## config.mk

```make
export PLATFORM = sky130hd
export DESIGN_NAME = antirrebote_botones
export DESIGN_NICKNAME = d
export VERILOG_FILES = /design/src/rtl/antirrebote_pkg.sv /design/src/rtl/antirrebote_botones_debouncer.sv /design/src/rtl/antirrebote_botones.sv
export SDC_FILE = /design/constraint.sdc
export NUM_CORES = 1
export LEC_CHECK = 0
export ABC_AREA = 1
export BUFFER_PORTS_ARGS = -buffer_cell sky130_fd_sc_hd__buf_4
export CORE_MARGIN = 2
export CORE_UTILIZATION = 45
export DETAILED_ROUTE_END_ITERATION = 10
export MAX_ROUTING_LAYER = met4
export PLACE_DENSITY = 0.65
export SLEW_MARGIN = 20
export SYNTH_ARGS = -nofsm -noshare
export SYNTH_HDL_FRONTEND = slang
export SYNTH_HIERARCHICAL = 1
export SYNTH_SLANG_ARGS = --single-unit
export TNS_END_PERCENT = 100
```

## constraint.sdc

```tcl
create_clock -name clk -period 2.1 [get_ports clk]
set_clock_uncertainty 0.05 [all_clocks]
set_input_delay 0.42 -clock clk [delete_from_list [all_inputs] [get_ports clk]]
set_output_delay 0.42 -clock clk [all_outputs]
set_load 0.005 [all_outputs]
```

## src/rtl/antirrebote_pkg.sv

```systemverilog
`default_nettype none
// +--------------------------------------------------------------------------+
// | Module   : antirrebote_pkg                                               |
// | Purpose  : Shared defaults and per-button FSM state encoding for the     |
// |            push-button conditioning stage (antirrebote_botones).         |
// | Contents : DEBOUNCE_CYCLES_DEF, REPEAT_DELAY_DEF, REPEAT_PERIOD_DEF,     |
// |            REPEAT_EN_DEF, CNT_W_DEF, btn_state_e                         |
// | Revision : 1.0  initial release                                          |
// +--------------------------------------------------------------------------+
package antirrebote_pkg;

  // Defaults assume a 100 MHz clock: 10 ms debounce, 500 ms repeat delay,
  // 200 ms repeat period.
  localparam int unsigned DEBOUNCE_CYCLES_DEF = 1000000;
  localparam int unsigned REPEAT_DELAY_DEF    = 50000000;
  localparam int unsigned REPEAT_PERIOD_DEF   = 20000000;
  localparam int unsigned REPEAT_EN_DEF       = 1;
  localparam int unsigned CNT_W_DEF           = 26;

  typedef enum logic [1:0] {
    IDLE   = 2'd0,
    HOLD   = 2'd1,
    REPEAT = 2'd2,
    LOCK   = 2'd3
  } btn_state_e;

endpackage : antirrebote_pkg
`default_nettype wire

```

## src/rtl/antirrebote_botones_debouncer.sv

```systemverilog
`default_nettype none
// +--------------------------------------------------------------------------+
// | Module   : debouncer_boton                                               |
// | Purpose  : One raw push-button bit: 2-flop synchroniser followed by a    |
// |            consecutive-cycle debounce counter.                           |
// | Ports    : clk       in  system clock                                    |
// |            rst       in  asynchronous active-low reset                   |
// |            btn_raw   in  raw asynchronous button level                   |
// |            btn_level out debounced level, registered                     |
// | Revision : 1.0  initial release                                          |
// +--------------------------------------------------------------------------+
module debouncer_boton
  import antirrebote_pkg::*;
#(
  parameter int unsigned DEBOUNCE_CYCLES = DEBOUNCE_CYCLES_DEF,
  parameter int unsigned CNT_W           = CNT_W_DEF
) (
  input  logic clk,
  input  logic rst,
  input  logic btn_raw,
  output logic btn_level
);

  localparam logic [CNT_W-1:0] C_DEB_TERM = CNT_W'(DEBOUNCE_CYCLES - 1);

  logic             sync1_q;
  logic             sync2_q;
  logic             level_q;
  logic             level_d;
  logic [CNT_W-1:0] cnt_q;
  logic [CNT_W-1:0] cnt_d;

  // The counter measures how long the synchronised input has disagreed with
  // the accepted level; any agreement restarts the measurement, so a bounce
  // shorter than DEBOUNCE_CYCLES never flips the level.
  always_comb begin
    level_d = level_q;
    cnt_d   = '0;
    if (sync2_q != level_q) begin
      if (cnt_q == C_DEB_TERM) begin
        level_d = ~level_q;
        cnt_d   = '0;
      end else begin
        cnt_d = cnt_q + CNT_W'(1);
      end
    end
  end

  always_ff @(posedge clk or negedge rst) begin
    if (!rst) begin
      sync1_q <= 1'b0;
      sync2_q <= 1'b0;
      level_q <= 1'b0;
      cnt_q   <= '0;
    end else begin
      sync1_q <= btn_raw;
      sync2_q <= sync1_q;
      level_q <= level_d;
      cnt_q   <= cnt_d;
    end
  end

  assign btn_level = level_q;

endmodule : debouncer_boton
`default_nettype wire

```

## src/rtl/antirrebote_botones.sv

```systemverilog
`default_nettype none
// +--------------------------------------------------------------------------+
// | Module   : antirrebote_botones                                           |
// | Purpose  : Conditions the two frequency-selector push buttons: sync,     |
// |            debounce, single-cycle press pulse, hold-to-auto-repeat and   |
// |            a lock-out whenever both buttons are held together.           |
// | Ports    : clk       in  system clock (100 MHz)                          |
// |            rst       in  asynchronous active-low reset                   |
// |            EN        in  pulse enable, 0 suppresses all pulses           |
// |            btn_in    in  [1]=up, [0]=down, raw active-high levels        |
// |            botones   out one-cycle registered pulses, never 2'b11        |
// |            btn_level out debounced levels, registered                    |
// | Revision : 1.0  initial release                                          |
// +--------------------------------------------------------------------------+
module antirrebote_botones
  import antirrebote_pkg::*;
#(
  parameter int unsigned DEBOUNCE_CYCLES = DEBOUNCE_CYCLES_DEF,
  parameter int unsigned REPEAT_DELAY    = REPEAT_DELAY_DEF,
  parameter int unsigned REPEAT_PERIOD   = REPEAT_PERIOD_DEF,
  parameter int unsigned REPEAT_EN       = REPEAT_EN_DEF,
  parameter int unsigned CNT_W           = CNT_W_DEF
) (
  input  logic       clk,
  input  logic       rst,
  input  logic       EN,
  input  logic [1:0] btn_in,
  output logic [1:0] botones,
  output logic [1:0] btn_level
);

  localparam logic [CNT_W-1:0] C_DELAY_TERM  = CNT_W'(REPEAT_DELAY - 1);
  localparam logic [CNT_W-1:0] C_PERIOD_TERM = CNT_W'(REPEAT_PERIOD - 1);

  logic [1:0] level_w;
  logic [1:0] level_prev_q;
  logic [1:0] botones_d;
  logic [1:0] botones_q;

  for (genvar i = 0; i < 2; i++) begin : g_deb
    debouncer_boton #(
      .DEBOUNCE_CYCLES (DEBOUNCE_CYCLES),
      .CNT_W           (CNT_W)
    ) u_deb (
      .clk       (clk),
      .rst       (rst),
      .btn_raw   (btn_in[i]),
      .btn_level (level_w[i])
    );
  end

  for (genvar i = 0; i < 2; i++) begin : g_fsm
    btn_state_e       state_q;
    btn_state_e       state_d;
    logic [CNT_W-1:0] cnt_q;
    logic [CNT_W-1:0] cnt_d;
    logic             pulse_d;
    logic             rise_w;

    // Only a fresh debounced edge arms the FSM. A level that is already high
    // when EN returns, when a lock ends or when the FSM was forced idle does
    // not count as a press.
    assign rise_w = level_w[i] & ~level_prev_q[i];

    always_comb begin
      state_d = state_q;
      cnt_d   = cnt_q;
      pulse_d = 1'b0;
      if (!EN || !level_w[i]) begin
        state_d = IDLE;
        cnt_d   = '0;
      end else if (level_w[1-i]) begin
        // Both buttons held: neither may pulse until this one is released.
        state_d = LOCK;
        cnt_d   = '0;
      end else begin
        case (state_q)
          IDLE: begin
            if (rise_w) begin
              state_d = HOLD;
              cnt_d   = '0;
              pulse_d = 1'b1;
            end
          end
          HOLD: begin
            if (cnt_q == C_DELAY_TERM) begin
              // With auto-repeat disabled the counter parks at its terminal
              // value and the FSM waits for the release.
              if (REPEAT_EN != 0) begin
                state_d = REPEAT;
                cnt_d   = '0;
                pulse_d = 1'b1;
              end
            end else begin
              cnt_d = cnt_q + CNT_W'(1);
            end
          end
          REPEAT: begin
            if (cnt_q == C_PERIOD_TERM) begin
              cnt_d   = '0;
              pulse_d = 1'b1;
            end else begin
              cnt_d = cnt_q + CNT_W'(1);
            end
          end
          LOCK: begin
            state_d = LOCK;
          end
          default: begin
            state_d = IDLE;
            cnt_d   = '0;
          end
        endcase
      end
    end

    always_ff @(posedge clk or negedge rst) begin
      if (!rst) begin
        state_q <= IDLE;
        cnt_q   <= '0;
      end else begin
        state_q <= state_d;
        cnt_q   <= cnt_d;
      end
    end

    assign botones_d[i] = pulse_d;
  end

  always_ff @(posedge clk or negedge rst) begin
    if (!rst) begin
      botones_q    <= 2'b00;
      level_prev_q <= 2'b00;
    end else begin
      botones_q    <= botones_d;
      level_prev_q <= level_w;
    end
  end

  assign botones   = botones_q;
  assign btn_level = level_w;

endmodule : antirrebote_botones
`default_nettype wire

```

Word level (Yosys, flattened, before mapping). Cells that the tools add are included.

$add $sub $neg: 4. Multipliers: 0. Div/mod/pow operators: 0. $lt $le $gt $ge: 0. Equal/unequal tests: 18. Shift-type cells: 0. Muxes and demuxes: 38. Bitwise gates (word level): 6. Reduce and logical (&&, ||, !) cells: 17.

Operators by type and width (count): 2-to-1 mux 26 bit (14); one-hot mux 26 bit (3 select lines) (2); adder 26 x 1 -> 26 bit (second input constant) (4); equality test 26 x 20 -> 1 bit (second input constant) (2); equality test 26 x 25 -> 1 bit (second input constant) (2); equality test 26 bit (second input constant) (2); nonzero test 5 bit (4); 2-to-1 mux 2 bit (8); != test 4 x 3 -> 1 bit (second input constant) (4); one-hot mux 2 bit (3 select lines) (2); 2-to-1 mux 1 bit (10); equality test 2 bit (second input constant) (4); AND reduction 2 bit (4); one-hot mux 1 bit (3 select lines) (2); AND reduction 3 bit (2); equality test 2 x 1 -> 1 bit (second input constant) (2); zero test 2 bit (2); NOT 1 bit (4); zero test 1 bit (3); bitwise AND 1 bit (2); logical OR 1 bit (2); != test 1 bit (2).

Register bits after elaboration: 118. Bits in latches: 0. RAM bits: 0. Bits in read-only memories: 0. Bits of input ports: 5. Output and inout port bits: 4. Word-level logic and storage cells: 97. Memories kept: 0.

Longest topological paths before layout.
Depth in word-level cells: 6. Mapped depth: 11. Gate-level depth less buffers: 11.

By module. Netlist, hierarchy kept.

Modules (own cells, without submodules): antirrebote_botones (instances 1, cells an instance 615, area each 4220.3 µm², seq. area each 1501.4 µm²); debouncer_boton (instances 2, cells an instance 232, area each 1714.1 µm², seq. area each 725.7 µm²).

Worst setup path before layout. OpenSTA, ideal clock, no wires.

Kind: reg2reg. From: register g_fsm[1].state_q[0]. To: register g_fsm[1].cnt_q[4]. Setup time: 0.123 ns. Data arrival time: 1.421 ns. Data required time: 1.927 ns. Slack: 0.506 ns. Stages on the path, launching flop included: 10. Path buffers: 2. Period minus slack after synthesis: 1.594 ns. Cell sequence: dfrtp_1 inv_1 ha_1 nand2_1 nand3_2 buf_6 buf_6 nand2_1 xor2_1 a21oi_1.

Longest elaborated chain between the ends: 4. Elaborated cells between the ends (all ways): 9. Those cells by class: eq/ne (3); mux (3); reduce/logical (3).

RTL lines: start: declaration (RTL line antirrebote_botones.sv:53) `btn_state_e state_q;`; start signal: assignment (RTL line antirrebote_botones.sv:122) `state_q <= state_d;`; equality test 2 bit (tied with other cells) (RTL line antirrebote_botones.sv:77) `case (state_q)`; one-hot mux 26 bit (3 select lines) (RTL line antirrebote_botones.sv:77); 2-to-1 mux 26 bit (RTL line antirrebote_botones.sv:72) `end else if (level_w[1-i]) begin`; 2-to-1 mux 26 bit (RTL line antirrebote_botones.sv:69) `if (!EN || !level_w[i]) begin`; end signal: assignment (RTL line antirrebote_botones.sv:123) `cnt_q <= cnt_d;`; end: declaration (RTL line antirrebote_botones.sv:55) `logic [CNT_W-1:0] cnt_q;`.

Several ways; a longest one is shown, not always the timed one. A chain may end at the register's enable or synchronous reset.

Worst setup path in the final report.
From: register g_fsm[0].state_q[0]. To: register g_fsm[0].cnt_q[17].

Longest elaborated chain between the ends: 4. Elaborated cells between the ends (all ways): 9. Those cells by class: eq/ne (3); mux (3); reduce/logical (3).

RTL lines (RTL line): start: declaration (antirrebote_botones.sv:53); start signal: assignment (antirrebote_botones.sv:122); equality test 2 bit (tied with other cells) (antirrebote_botones.sv:77); one-hot mux 26 bit (3 select lines) (antirrebote_botones.sv:77); 2-to-1 mux 26 bit (antirrebote_botones.sv:72); 2-to-1 mux 26 bit (antirrebote_botones.sv:69); end signal: assignment (antirrebote_botones.sv:123); end: declaration (antirrebote_botones.sv:55).

Several ways; a longest one is shown, not always the timed one.

==> impl_metrics.yaml <==
floorplanning:
  dieArea_um2: 18100
  dieWidth_um: 134
  fp.coreArea_um2: 16600
  io_pins: 9
  start_util_pct: 46.1
  rows: 47
  die_height_um: 134
power_and_ir_drop:
  p_sw_share_pct: 20.6
  p_seq_share_pct: 42.3
  p_leak_nw: 3.77
  p_clk_share_pct: 55.6
  p_switching_mw: 1.12
  p_int_mw: 4.32
  pwr-share-comb_pct: 2.1
  power_density_nw_per_um2: 634
  ir_drop_uv: 547
finish:
  finish.utilization_pct: 51.8
  drive_above_1_share_pct: 10.0
  final_area_um2: 8580
  area_delta_synth_final_pct: 12.2
  nets: 1128
  diodes: 0
timing:
  period_share_pct: 87.1
  drv_slew: 0
  fmax_ghz: 0.546
  tightest_slew_ns: 0.420
  setup_violations: 0
  rsz0062_at_grt: "false"
  setup_slack_ns: 0.270
  period_needed_ns: 1.83
  hold_viol: 0
  slew_headroom_pct: 71.9
  fin_tns_setup_ns: 0
global_route:
  grt.overflow.total: 0
  first_global_vias: 6302
  antenna_found_initial: 0
  grt_max_degree: 69
  grt_pass1_wl_um: 29500
  track_usage_pct: 20.8
route:
  first_pass_iters: 5
  finalWirelength_um: 17000
  detail-route-antenna-nets: 0
  viasPerCell: 4.99
  drtIter0Drc: 470
  wl_per_cell_um: 12.7
  num_vias: 6681
  drc: 0
hold_path:
  whs_path_depth: 1
  hold_path_end: "g_deb[0].u_deb/sync1_q"
  holdCritPathClass: "in2reg"
  hold_start: "btn_in[0]"
logic_synthesis:
  synth_cell_types: 32
  synth-warning-count: 6
  synth_seq_area_share_pct: 38.6
  ys_ff_latch: 118
  syn-cell-area_um2: 7650
  syn_avg_cell_area_um2: 7.09
  synth_nets: 1102
  syn_inst: 1079
worst_setup_path:
  regToRegStartpoint: "g_fsm[0].state_q[0]"
  critPathKind: "reg2reg"
  r2r_end: "g_fsm[0].cnt_q[17]"
  rr_worst_depth: 9
  arrival_ns: 2.13
  required_ns: 2.40
  reg2reg_slack_ns: 0.27
  worst_setup_path_end_kind: "register"
  startpoint_type: "register"
  cp_max_fo: 13
cts:
  clk_pin_slew_ns: 0.05
  numCtsBuffers: 17
  root_buffer: "clkbuf_16"
  clockBufferDepth: 2
  htree_levels: 4
  clock-sinks: 118
  cts_tree: "built"
  cts_resized: 0
  insertion_delay_ns: 0.42
placed_design:
  dpl.hpwl_um: 12500
  dp_slack_ns: 0.273
  io_buffers: 8
  dpl-instance-area_um2: 7970
  gp_congestion: 0.911
run:
  cap_violations: 0
status:
  status: "finished, final reports clean"
[metrics by stage]
step | power, mW | std cells | hold slack, ns
CTS | 5.52 | 1338 | 0.0448
floorplan | 2.39 | 1079 | 0.0744
finish | 5.45 | 1338 | 0.0567
global route | 5.63 | 1338 | 0.0486
global placement | 2.46 | 1305 | 0.285
detailed placement | 2.46 | 1305 | 0.286
[final cells by class]
cell class                      instances  area [um2]
Clock buffer                           22         454
Inverter                              116         435
Tap cell                              220         275
Sequential cell                       118        2950
Fill cell                            1651        8000
Clock inverter                         10         153
Multi-Input combinational cell        829        4110
Timing Repair Buffer                   23         200
[cell families (layout without fill, tap and decap cells)]
family | Yosys count | after routing | synth area share, %
compound gates | 60 | 60 | 4.20
xor+xnor | 57 | 57 | 6.53
fa+ha+maj | 18 | 18 | 2.94
buf+inv | 132 | 171 | 7.61
flops | 118 | 118 | 38.6
simple gates | 694 | 694 | 40.1
[worst max-delay path, cell delays in order (launching register included)]
cell and delay [ns]:
dfrtp_1 0.42, inv_1 0.12, ha_1 0.20, nand3_1 0.12, nand3_2 0.18, buf_4 0.22, nand3_2 0.10, o21ai_0 0.17
nand2_1 0.08, a21oi_2 0.10
[power by group through the flow]
stage | Sequential, mW | Combinational [mW] | Clock (mW)
after floorplan | 2.34 | 0.0535 | 0
after global placement | 2.34 | 0.116 | 0
after detailed placement | 2.34 | 0.117 | 0
after CTS | 2.30 | 0.119 | 3.10
after global routing | 2.30 | 0.133 | 3.19
final | 2.30 | 0.113 | 3.03
[synthesized netlist by cell type, drive strengths merged]
library cell | n | area share, %
nand3 | 92 | 6.5
a21oi | 46 | 3.1
or2 | 1 | 0.082
xnor2 | 19 | 2.2
o21bai | 4 | 0.39
o211ai | 2 | 0.20
nand4 | 27 | 2.2
nor2 | 237 | 13
inv | 116 | 5.7
nand3b | 5 | 0.49
xor2 | 38 | 4.4
o21ai | 7 | 0.46
dfrtp | 118 | 39
nor3 | 12 | 0.79
nor3b | 3 | 0.36
a21o | 1 | 0.098
nand2 | 312 | 16
and2 | 5 | 0.41
buf | 16 | 1.9
ha | 18 | 2.9
[cell usage in the layout (no fill, tap or decap), drive strengths merged, types with 7 or more instances in the layout]
cell type and instances:
nand3 92, clkbuf 22, buf 22, inv 116, xor2 38, dfrtp 118, o21ai 7, nor3 12
xnor2 19, nor2 237, nand2 312, nand4 27, ha 18, a21oi 46
[sequential cells by signal, indices dropped and copies added, names as in the netlist]
name,flops
g_deb.u_deb/cnt_q,52
botones,2
g_fsm.cnt_q,52
g_deb.u_deb/sync2_q,2
g_fsm.state_q,4
g_deb.u_deb/sync1_q,2
g_deb.u_deb/btn_level,2
level_prev_q,2
[repair_timing]
action | 4_1_cts | 5_1_grt
setup buffers | 0 | 0
endpoints found under the hold margin | 76 | 0
hold buffers | 1 | 0
[worst max path at each step]
stage | depth (start not counted) | endpoint | slack [ns] | start
floorplan | 9 | g_fsm[1].cnt_q[4] | 0.51 | g_fsm[1].state_q[0]
global placement | 9 | g_fsm[0].cnt_q[12] | 0.28 | g_fsm[0].state_q[0]
detailed placement | 9 | g_fsm[0].cnt_q[17] | 0.27 | g_fsm[0].state_q[0]
CTS | 9 | g_fsm[0].cnt_q[12] | 0.27 | g_fsm[0].state_q[0]
global route | 10 | g_fsm[1].cnt_q[15] | 0.06 | g_fsm[1].cnt_q[0]
finish | 9 | g_fsm[0].cnt_q[17] | 0.27 | g_fsm[0].state_q[0]
[routing by layer]
layer	vias up	global-route usage (%)	part of all wire, %
met5	-	-	0
met4	0	7.31	1.9
met3	28	3.36	3.4
met2	116	32.9	46
met1	3090	27.4	49
li1	3447	-	-
No activity file was read; power rests on OpenSTA's default activity.
